`config.mk`:
```
export PLATFORM = sky130hd
export DESIGN_NAME = encoder_scheduler
export DESIGN_NICKNAME = d
export VERILOG_FILES = /design/src/rtl/encoder_scheduler_pkg.sv /design/src/rtl/encoder_scheduler_rr_arbiter.sv /design/src/rtl/encoder_scheduler.sv
export SDC_FILE = /design/constraint.sdc
export NUM_CORES = 1
export LEC_CHECK = 0
export BUFFER_PORTS_ARGS = -buffer_cell sky130_fd_sc_hd__buf_2
export CORE_ASPECT_RATIO = 1.2
export CORE_MARGIN = 5
export CORE_UTILIZATION = 35
export CTS_CLUSTER_DIAMETER = 80
export CTS_CLUSTER_SIZE = 20
export DETAILED_ROUTE_END_ITERATION = 8
export HOLD_SLACK_MARGIN = 0.08
export PLACE_DENSITY_LB_ADDON = 0.15
export SYNTH_ARGS = -nofsm -noshare
export SYNTH_HDL_FRONTEND = slang
export SYNTH_HIERARCHICAL = 1
export SYNTH_SLANG_ARGS = --single-unit
```
`constraint.sdc`:
```
create_clock -name clk -period 2.4 [get_ports clk]
set_input_delay 0.12 -clock clk [delete_from_list [all_inputs] [get_ports clk]]
set_output_delay 0.12 -clock clk [all_outputs]
set_load 0.02 [all_outputs]
```
`src/rtl/encoder_scheduler_pkg.sv`:
```
// Shared FSM state type and default parameter values for the encoder scheduler
// and the stateEncoder it feeds.
package encoder_scheduler_pkg;

    typedef enum logic [1:0] {
        IDLE = 2'd0,
        LOAD = 2'd1,
        SEND = 2'd2,
        GAP  = 2'd3
    } sched_state_t;

    localparam int DEF_STATE_LENGTH   = 14;
    localparam int DEF_NUM_REQ        = 4;
    localparam int DEF_ENABLE_CYCLES  = 3;
    localparam int DEF_GAP_CYCLES     = 2;
    localparam int DEF_REFRESH_PERIOD = 1000;

endpackage

```
`src/rtl/encoder_scheduler_rr_arbiter.sv`:
```
// Combinational round-robin picker: first asserted request at or after rr_ptr,
// wrapping modulo NUM_REQ.
module rr_arbiter #(
    parameter int NUM_REQ = 4,
    parameter int IDX_W   = $clog2(NUM_REQ)
) (
    input  logic [NUM_REQ-1:0] req,
    input  logic [IDX_W-1:0]   rr_ptr,
    output logic [IDX_W-1:0]   winner,
    output logic               valid
);

    logic [IDX_W-1:0]   cand_idx [NUM_REQ];
    logic [NUM_REQ-1:0] rot_req;

    // rot_req[gi] is the request sitting gi places after the pointer
    genvar gi;
    generate
        for (gi = 0; gi < NUM_REQ; gi++) begin : g_rot
            logic [IDX_W:0] sum;
            assign sum = {1'b0, rr_ptr} + (IDX_W+1)'(gi);
            assign cand_idx[gi] = (sum >= (IDX_W+1)'(NUM_REQ))
                                ? IDX_W'(sum - (IDX_W+1)'(NUM_REQ))
                                : sum[IDX_W-1:0];
            assign rot_req[gi] = req[cand_idx[gi]];
        end
    endgenerate

    always_comb begin
        winner = '0;
        valid  = 1'b0;
        for (int i = NUM_REQ - 1; i >= 0; i--) begin
            if (rot_req[i]) begin
                valid  = 1'b1;
                winner = cand_idx[i];
            end
        end
    end

endmodule

```
`src/rtl/encoder_scheduler.sv`:
```
// Round-robin scheduler serialising one requester's state word at a time to stateEncoder.
// Define ENC_REFRESH_EN to retransmit the last word after REFRESH_PERIOD idle cycles.
module encoder_scheduler
    import encoder_scheduler_pkg::*;
#(
    parameter int STATE_LENGTH   = DEF_STATE_LENGTH,
    parameter int NUM_REQ        = DEF_NUM_REQ,
    parameter int ENABLE_CYCLES  = DEF_ENABLE_CYCLES,
    parameter int GAP_CYCLES     = DEF_GAP_CYCLES
`ifdef ENC_REFRESH_EN
    ,
    parameter int REFRESH_PERIOD = DEF_REFRESH_PERIOD
`endif
) (
    input  logic                            clk,
    input  logic                            rst_n,
    input  logic [NUM_REQ-1:0]              req,
    input  logic [NUM_REQ*STATE_LENGTH-1:0] req_state,
    output logic [NUM_REQ-1:0]              grant,
    output logic [STATE_LENGTH-1:0]         enc_state,
    output logic                            enc_enable,
    output logic                            busy,
    output logic [2:0]                      last_src
);

    localparam int IDX_W = $clog2(NUM_REQ);
    localparam int CNT_W = $clog2(STATE_LENGTH + 16);
    localparam logic [CNT_W-1:0] SEND_LAST = CNT_W'(STATE_LENGTH - 1);
    localparam logic [CNT_W-1:0] GAP_LAST  = CNT_W'((GAP_CYCLES > 0) ? GAP_CYCLES - 1 : 0);
    localparam logic [CNT_W-1:0] EN_CNT    = CNT_W'(ENABLE_CYCLES);

    sched_state_t              state_reg, state_next;
    logic [CNT_W-1:0]          cnt_reg, cnt_next;
    logic [NUM_REQ-1:0]        grant_reg, grant_next;
    logic [STATE_LENGTH-1:0]   enc_state_reg, enc_state_next;
    logic                      enc_enable_reg, enc_enable_next;
    logic [IDX_W-1:0]          rr_ptr_reg, rr_ptr_next;
    logic [2:0]                last_src_reg, last_src_next;
    logic [IDX_W-1:0]          win_idx;
    logic                      win_valid;
    logic                      refresh_due;
    logic [STATE_LENGTH-1:0]   slices [NUM_REQ];

    genvar gi;
    generate
        for (gi = 0; gi < NUM_REQ; gi++) begin : g_slice
            assign slices[gi] = req_state[gi*STATE_LENGTH +: STATE_LENGTH];
        end
    endgenerate

    rr_arbiter #(
        .NUM_REQ (NUM_REQ),
        .IDX_W   (IDX_W)
    ) u_arb (
        .req    (req),
        .rr_ptr (rr_ptr_reg),
        .winner (win_idx),
        .valid  (win_valid)
    );

`ifdef ENC_REFRESH_EN
    localparam int RW = $clog2(REFRESH_PERIOD + 1);
    logic [RW-1:0] idle_cnt_reg, idle_cnt_next;
    logic          primed_reg, primed_next;

    // primed blocks refreshes until something has actually been transmitted
    assign refresh_due = primed_reg && (idle_cnt_reg == RW'(REFRESH_PERIOD - 1));

    always_comb begin
        idle_cnt_next = '0;
        primed_next   = primed_reg || ((state_reg == IDLE) && win_valid);
        if ((state_reg == IDLE) && !win_valid && primed_reg && !refresh_due)
            idle_cnt_next = idle_cnt_reg + 1'b1;
    end

    always_ff @(posedge clk or negedge rst_n) begin
        if (!rst_n) begin
            idle_cnt_reg <= '0;
            primed_reg   <= 1'b0;
        end else begin
            idle_cnt_reg <= idle_cnt_next;
            primed_reg   <= primed_next;
        end
    end
`else
    assign refresh_due = 1'b0;
`endif

    always_comb begin
        state_next     = state_reg;
        cnt_next       = cnt_reg;
        grant_next     = '0;
        enc_state_next = enc_state_reg;
        rr_ptr_next    = rr_ptr_reg;
        last_src_next  = last_src_reg;
        unique case (state_reg)
            IDLE: begin
                if (win_valid) begin
                    state_next          = LOAD;
                    grant_next[win_idx] = 1'b1;
                    enc_state_next      = slices[win_idx];
                    rr_ptr_next         = (win_idx == IDX_W'(NUM_REQ - 1)) ? '0 : win_idx + 1'b1;
                    last_src_next       = 3'(win_idx);
                end else if (refresh_due) begin
                    state_next = LOAD;
                end
            end
            LOAD: begin
                state_next = SEND;
                cnt_next   = '0;
            end
            SEND: begin
                if (cnt_reg == SEND_LAST) begin
                    state_next = (GAP_CYCLES > 0) ? GAP : IDLE;
                    cnt_next   = '0;
                end else begin
                    cnt_next = cnt_reg + 1'b1;
                end
            end
            GAP: begin
                if (cnt_reg == GAP_LAST) begin
                    state_next = IDLE;
                    cnt_next   = '0;
                end else begin
                    cnt_next = cnt_reg + 1'b1;
                end
            end
            default: state_next = IDLE;
        endcase
        // registered so stateEncoder sees exactly one glitch-free rising edge
        enc_enable_next = (state_next == SEND) && (cnt_next < EN_CNT);
    end

    always_ff @(posedge clk or negedge rst_n) begin
        if (!rst_n) begin
            state_reg      <= IDLE;
            cnt_reg        <= '0;
            grant_reg      <= '0;
            enc_state_reg  <= '0;
            enc_enable_reg <= 1'b0;
            rr_ptr_reg     <= '0;
            last_src_reg   <= '0;
        end else begin
            state_reg      <= state_next;
            cnt_reg        <= cnt_next;
            grant_reg      <= grant_next;
            enc_state_reg  <= enc_state_next;
            enc_enable_reg <= enc_enable_next;
            rr_ptr_reg     <= rr_ptr_next;
            last_src_reg   <= last_src_next;
        end
    end

    assign grant      = grant_reg;
    assign enc_state  = enc_state_reg;
    assign enc_enable = enc_enable_reg;
    assign busy       = (state_reg != IDLE);
    assign last_src   = last_src_reg;

endmodule

```
==> run metrics, run 1 <==
post-route ant nets=0; Hold Crit Class=input port to flip-flop; total power=2.91 mW; Top FF cell, synth=dfrtp_1; Fin. Hold Viols=0; Worst setup SP type=flip-flop; CTS Sinks=30; 1st-iter DRT viols=67; layout cells sized above 1=53.4%; final core occ=46.5%; # rows=29; P&R area growth vs syn=30.1%; TNS Setup=0 ps; sequential fraction of the synthesis area=39.9%; Worst Max-Slew Pin Slew=705 ps; Peak Freq=486 MHz; Skew-Pair Late Insertion Delay=280 ps; Die X=76.9 um; synth top area cells=dfrtp_1, mux4_2, mux2_4, mux2_2, ha_1; DP Cell Count=285; commonest non-fill, non-tap cell in the layout=buf_2; # DRC=0; CTS tree=yes; # IOs=85; XOR/XNOR Fraction of Synth Area=0%; largest net degree at the start of global routing=31; aggregate global-route resource usage=13.1%; wire length per cell=14.6 um; RSZ-0062 raised after global routing=no; mux share of post-synthesis cell area=30.4%; post-synth top area share=39.9%; ant diodes=0; Syn Nets=215; FF+latch count, synth=30; htree depth=2; EDFF count, synth=0; non-filler instance count after layout=294; WL final=4310 um; most frequent cells in the layout=buf_2, dfrtp_1, mux4_2, nor2_1, clkbuf_8; Netlist cell types=45; flip-flop count of the largest register after layout=14; reg-to-reg slack, setup=340 ps; Worst-path clk slew=60 ps; DR pass1 iterations=2; GPL Wtd Cong=0.749; Fin Hold WS=271 ps; leakage=1.23 nW; largest family of logic cells by synthesized area=multiplexers; Final min period=2060 ps; vias per inst=4.92; most area-hungry cell type in the Yosys netlist=dfrtp_1; first-pass GRT wire length=7390 um; Pwr Density=1190 mW/mm^2; nature of the critical path endpoint=flip-flop; Critical Path RT=2560 ps; antenna violations before repair=0; Max Root-Sink Buffers=2; Slew Limit Fails=0; relative slew slack=53.0%; core footprint=0.00526 mm^2; vias in the first global route=1,585; Max FO, Critical Path=19; end of the worst register-to-register path=enc_state[7]$_DFFE_PN0P_; synth warn=6; post-synthesis cell area=0.00188 mm^2; worst vdd ir=0.000531 V; Layout Nets=299; cells after synthesis=147; cts bufs inserted=5; Critical Path Start=rr_ptr_reg[1]$_DFFE_PN0P_; GRT overflow=0; die height=90.3 um; period utilization=85.7%; Synth Area in Compound Gates=8.32%; mean post-synth cell area=12.8 um^2; Worst setup endpoint=enc_state[7]$_DFFE_PN0P_; final number of setup-violating endpoints=0; crit path kind=flip-flop to flip-flop; Worst EP arrival=2220 ps; status=complete, no violations; skew final=2.95 ps; post-synthesis adder-cell area fraction=3.99%; simple-gate share of the synthesized area=11.2%; IO Port Bufs=83; maxcap violations=0; initial cell density of the core=35.7%; cells on worst reg2reg path=5; r2r startpoint=rr_ptr_reg[1]$_DFFE_PN0P_; Root Buffer=clkbuf_8; fillers=495; Die ar.=0.00695 mm^2; via count=1,447; DP HPWL=3280 um; ys async rst share=100%
==> synth_stat cells (2+ instances only) <==
cell and n:
nand2_1 6, mux2i_1 2, mux2_1 4, buf_2 2
mux4_1 2, inv_1 6, mux2_2 7, buf_6 3
o21ai_0 2, nand2b_1 5, and2_1 2, and2b_1 2
buf_4 3, a21oi_1 7, mux4_2 12, dfrtp_1 30
mux2_4 7, ha_1 6, and3_1 4, a21o_1 2
nor2_1 9
==> per-layer routing <==
layer  up-vias  track usage (%)  wire length [um]
li1        707                -                 -
met1       681             14.8              1690
met2        54             23.2              2240
met3         5             4.09               319
met4         0             4.37                55
met5         -                0                 0
==> report_power, final <==
group | leakage (nW) | total [mW] | internal (mW) | switching (mW)
registers | 0.363 | 0.954 | 0.730 | 0.225
logic | 0.805 | 1.48 | 0.756 | 0.723
clock network | 0.0575 | 0.478 | 0.289 | 0.188
total | 1.23 | 2.91 | 1.78 | 1.14
==> through the flow <==
stage          setup slack, ps  instance area (um^2)
3_3_place_gp               364                  2330
6_report                   344                  2450
4_1_cts                    329                  2450
5_1_grt                    255                  2450
2_1_floorplan              361                  1880
3_5_place_dp               341                  2330
==> worst min path at each step <==
stage / cells after the start / from / endpoint / slack [ps]
3_3_place_gp: 1 / rst_n / grant[2]$_DFF_PN0_ / 210
5_1_grt: 3 / req_state[35] / enc_state[7]$_DFFE_PN0P_ / 280
3_5_place_dp: 1 / rst_n / grant[2]$_DFF_PN0_ / 220
4_1_cts: 3 / req_state[4] / enc_state[4]$_DFFE_PN0P_ / 270
2_1_floorplan: 0 / rst_n / cnt_reg[0]$_DFF_PN0_ / -180
6_report: 4 / req[2] / grant[3]$_DFF_PN0_ / 270
==> worst max-delay path, cell delays in order, from the launching register on <==
cell and delay (ps):
dfrtp_1 430, mux2i_1 180, a211oi_4 290, buf_12 220, mux4_1 550, mux2_2 270
==> logic make-up after synthesis <==
group | Yosys count
flip-flops | 30
AO/OA/AOI/OAI | 22
buffers and inverters | 16
other | 1
adder cells (fa/ha/maj) | 6
multiplexers | 34
AND/OR/NAND/NOR | 38
==> cell type report <==
cell class                 instances  area (um^2)  area share [%]
sequential                        30          751            30.7
inverter                           6         22.5           0.921
tap                               62         77.6            3.17
timing repair buffer              87          460            18.8
multi-input combinational        101         1020            41.9
clock buffer                       8          110            4.50
==> timing repair <==
item	CTS	global route
hold buffers	1	0
setup endpoints to repair	0	0
gates resized for setup	0	0
buffers inserted	0	0
hold endpoints to repair	30	0
(Power assumes the default switching activity.)
==> inputs of run 2 (changes only) <==
--- a/config.mk
+++ b/config.mk
@@ -5,6 +5,7 @@
 export SDC_FILE = /design/constraint.sdc
 export NUM_CORES = 1
 export LEC_CHECK = 0
+export ABC_AREA = 1
 export BUFFER_PORTS_ARGS = -buffer_cell sky130_fd_sc_hd__buf_2
 export CORE_ASPECT_RATIO = 1.2
 export CORE_MARGIN = 5
==> run metrics, run 2 <==
DP Cell Count=420; Hold Path End=enc_state[7]$_DFFE_PN0P_; Netlist cell types=30; period utilization=85.5%; synth top area cells=dfrtp_1, nand2_1, nor2_1, o21ai_0, nand3_1; skew final=10.1 ps; post-synthesis cell area=0.00201 mm^2; top post-synthesis cells by count=nand2_1, nor2_1, o21ai_0, dfrtp_1; status=complete, no violations; wire length per cell=12.0 um; GPL Wtd Cong=0.860; Critical Path RT=2580 ps; Syn Nets=349; r2r startpoint=rr_ptr_reg[0]$_DFFE_PN0P_; commonest non-fill, non-tap cell in the layout=buf_2; cts bufs inserted=5; DR pass1 iterations=5; sequential fraction of the synthesis area=37.4%; worst hold stages=3; most used cell, CP=nand2_1; Die ar.=0.00735 mm^2; Die X=79.1 um; most frequent cells in the layout=buf_2, nand2_1, nor2_1, o21ai_0, dfrtp_1; slowest cell delay on critical path=570 ps; maxcap violations=0; Slew Limit Fails=0; Hold Crit Class=input port to flip-flop; FF+latch count, synth=30; ys async rst share=100%; Comb power frac=64.2%; fillers=603; reg-to-reg slack, setup=350 ps; Max Root-Sink Buffers=2; Finished Cell Area=0.00258 mm^2; RSZ-0062 raised after global routing=no; worst vdd ir=0.000722 V; vias in the first global route=2,087; WL final=5160 um; Peak Freq=487 MHz; synth warn=6; non-filler instance count after layout=429; Fin Hold WS=152 ps; cells on worst reg2reg path=15; Worst Max-Slew Pin Slew=693 ps; GRT overflow=0; most frequent cell after synthesis=nand2_1; relative slew slack=53.8%; # rows=30; Pint=1.97 mW; IO Port Bufs=83; 1st-iter DRT viols=79; Root Buffer=clkbuf_8; Top FF cell, synth=dfrtp_1; Pwr Density=1520 mW/mm^2; Sw Ratio=49.8%; Crit-path slowest cell=dfrtp_1; EDFF count, synth=0; most area-hungry cell type in the Yosys netlist=dfrtp_1; Layout Nets=432; aggregate global-route resource usage=15.1%; # DRC=0; Critical Path Start=rr_ptr_reg[0]$_DFFE_PN0P_; DP HPWL=4030 um; Worst-path clk slew=70 ps; Max FO, Critical Path=22; nature of the critical path endpoint=flip-flop; die height=92.9 um; DP Area=0.00246 mm^2; leakage=1.42 nW; crit path kind=flip-flop to flip-flop; Worst EP arrival=2230 ps; Clock power frac=12.7%; crit path cell chain=inv_4, nand2_4, and2_4, nand2_4, nand2_2, inv_2, nand2_1, nand2_1, nand2_1, inv_1, buf_12, o21ai_0, o22ai_1, nand2_1, nand2_1; initial cell density of the core=35.6%; Reg power frac=23.1%; Post-CTS Setup Bufs=0; layout cells sized above 1=32.9%; worst hold start=req_state[21]; CTS Sinks=30; ant diodes=0; post-synth top area share=37.4%; cells after synthesis=281; mean post-synth cell area=7.14 um^2; post-CTS sizing=0; Net Sw Power=1.96 mW; Fin. Hold Viols=0; final number of setup-violating endpoints=0; Skew-Pair Late Insertion Delay=280 ps; post-route ant nets=0; flip-flop count of the largest register after layout=14; CTS tree=yes; P&R area growth vs syn=28.6%; first-pass GRT wire length=8910 um; Final min period=2050 ps; core footprint=0.00563 mm^2; TNS Setup=0 ps; end of the worst register-to-register path=enc_state[1]$_DFFE_PN0P_; vias per inst=4.72; via count=2,027; htree depth=2; antenna violations before repair=0; # IOs=85; largest net degree at the start of global routing=31; Worst setup SP type=flip-flop
[run 2: final cells by class]
class	instances	area, um^2	share of cell area, %
multi-input combinational	211	1060	41.1
sequential	30	751	29.1
timing repair buffer	89	475	18.4
inverter	27	106	4.12
tap	64	80.1	3.10
clock buffer	7	76.3	2.96
clock inverter	1	30.0	1.16
[run 2: how the worst max path moves through the flow]
stage,end,slack [ps]
after floorplan,rr_ptr_reg[1]$_DFFE_PN0P_,520
after global placement,enc_state[13]$_DFFE_PN0P_,370
after detailed placement,enc_state[1]$_DFFE_PN0P_,360
after CTS,enc_state[5]$_DFFE_PN0P_,330
after global routing,enc_state[1]$_DFFE_PN0P_,110
final,enc_state[1]$_DFFE_PN0P_,350
[run 2: power groups by stage]
stage,registers [mW],clock network [mW],logic [mW]
after floorplan,1.05,0,1.76
after global placement,0.914,0,2.56
after detailed placement,0.911,0,2.56
after CTS,0.908,0.519,2.56
after global routing,0.943,0.541,2.91
final,0.906,0.501,2.52
[run 2: through the flow]
| stage | worst slack (ps) | util (%) | power [mW] |
|---|---|---|---|
| after floorplan | 522 | - | 2.80 |
| after global placement | 368 | 43.8 | 3.48 |
| after detailed placement | 358 | 43.8 | 3.47 |
| after CTS | 335 | 45.8 | 3.99 |
| after global routing | 107 | 45.8 | 4.39 |
| final | 347 | 45.8 | 3.93 |
[run 2: what timing repair did]
action | 4_1_cts | 5_1_grt
setup endpoints to repair | 0 | 0
hold endpoints to repair | 30 | 0
hold buffers | 1 | 0
[run 2: metal layers]
layer | vias to the layer above | wire [um] | GRT usage (%)
met5 | - | 0 | 0
met4 | 0 | 78 | 4.87
met3 | 7 | 322 | 4.38
met2 | 61 | 2490 | 26.5
met1 | 898 | 2270 | 17.4
li1 | 1061 | - | -
[run 2: critical path: cells and delay by family, from the launching register on]
kind | cells | cell delay (ps)
AND/OR/NAND/NOR | 9 | 610
buffers and inverters | 4 | 470
flip-flops | 1 | 570
AO/OA/AOI/OAI | 2 | 260
[run 2: kinds of logic after synthesis]
family,Yosys count,synth area share [%]
and+or+nand+nor,154,33.7
AOI/OAI and AO/OA,48,14.4
buffers and inverters,40,9.67
DFF,30,37.4
adders and majority gates,6,3.74
xor gates and xnor gates,2,0.874
other,1,0.187
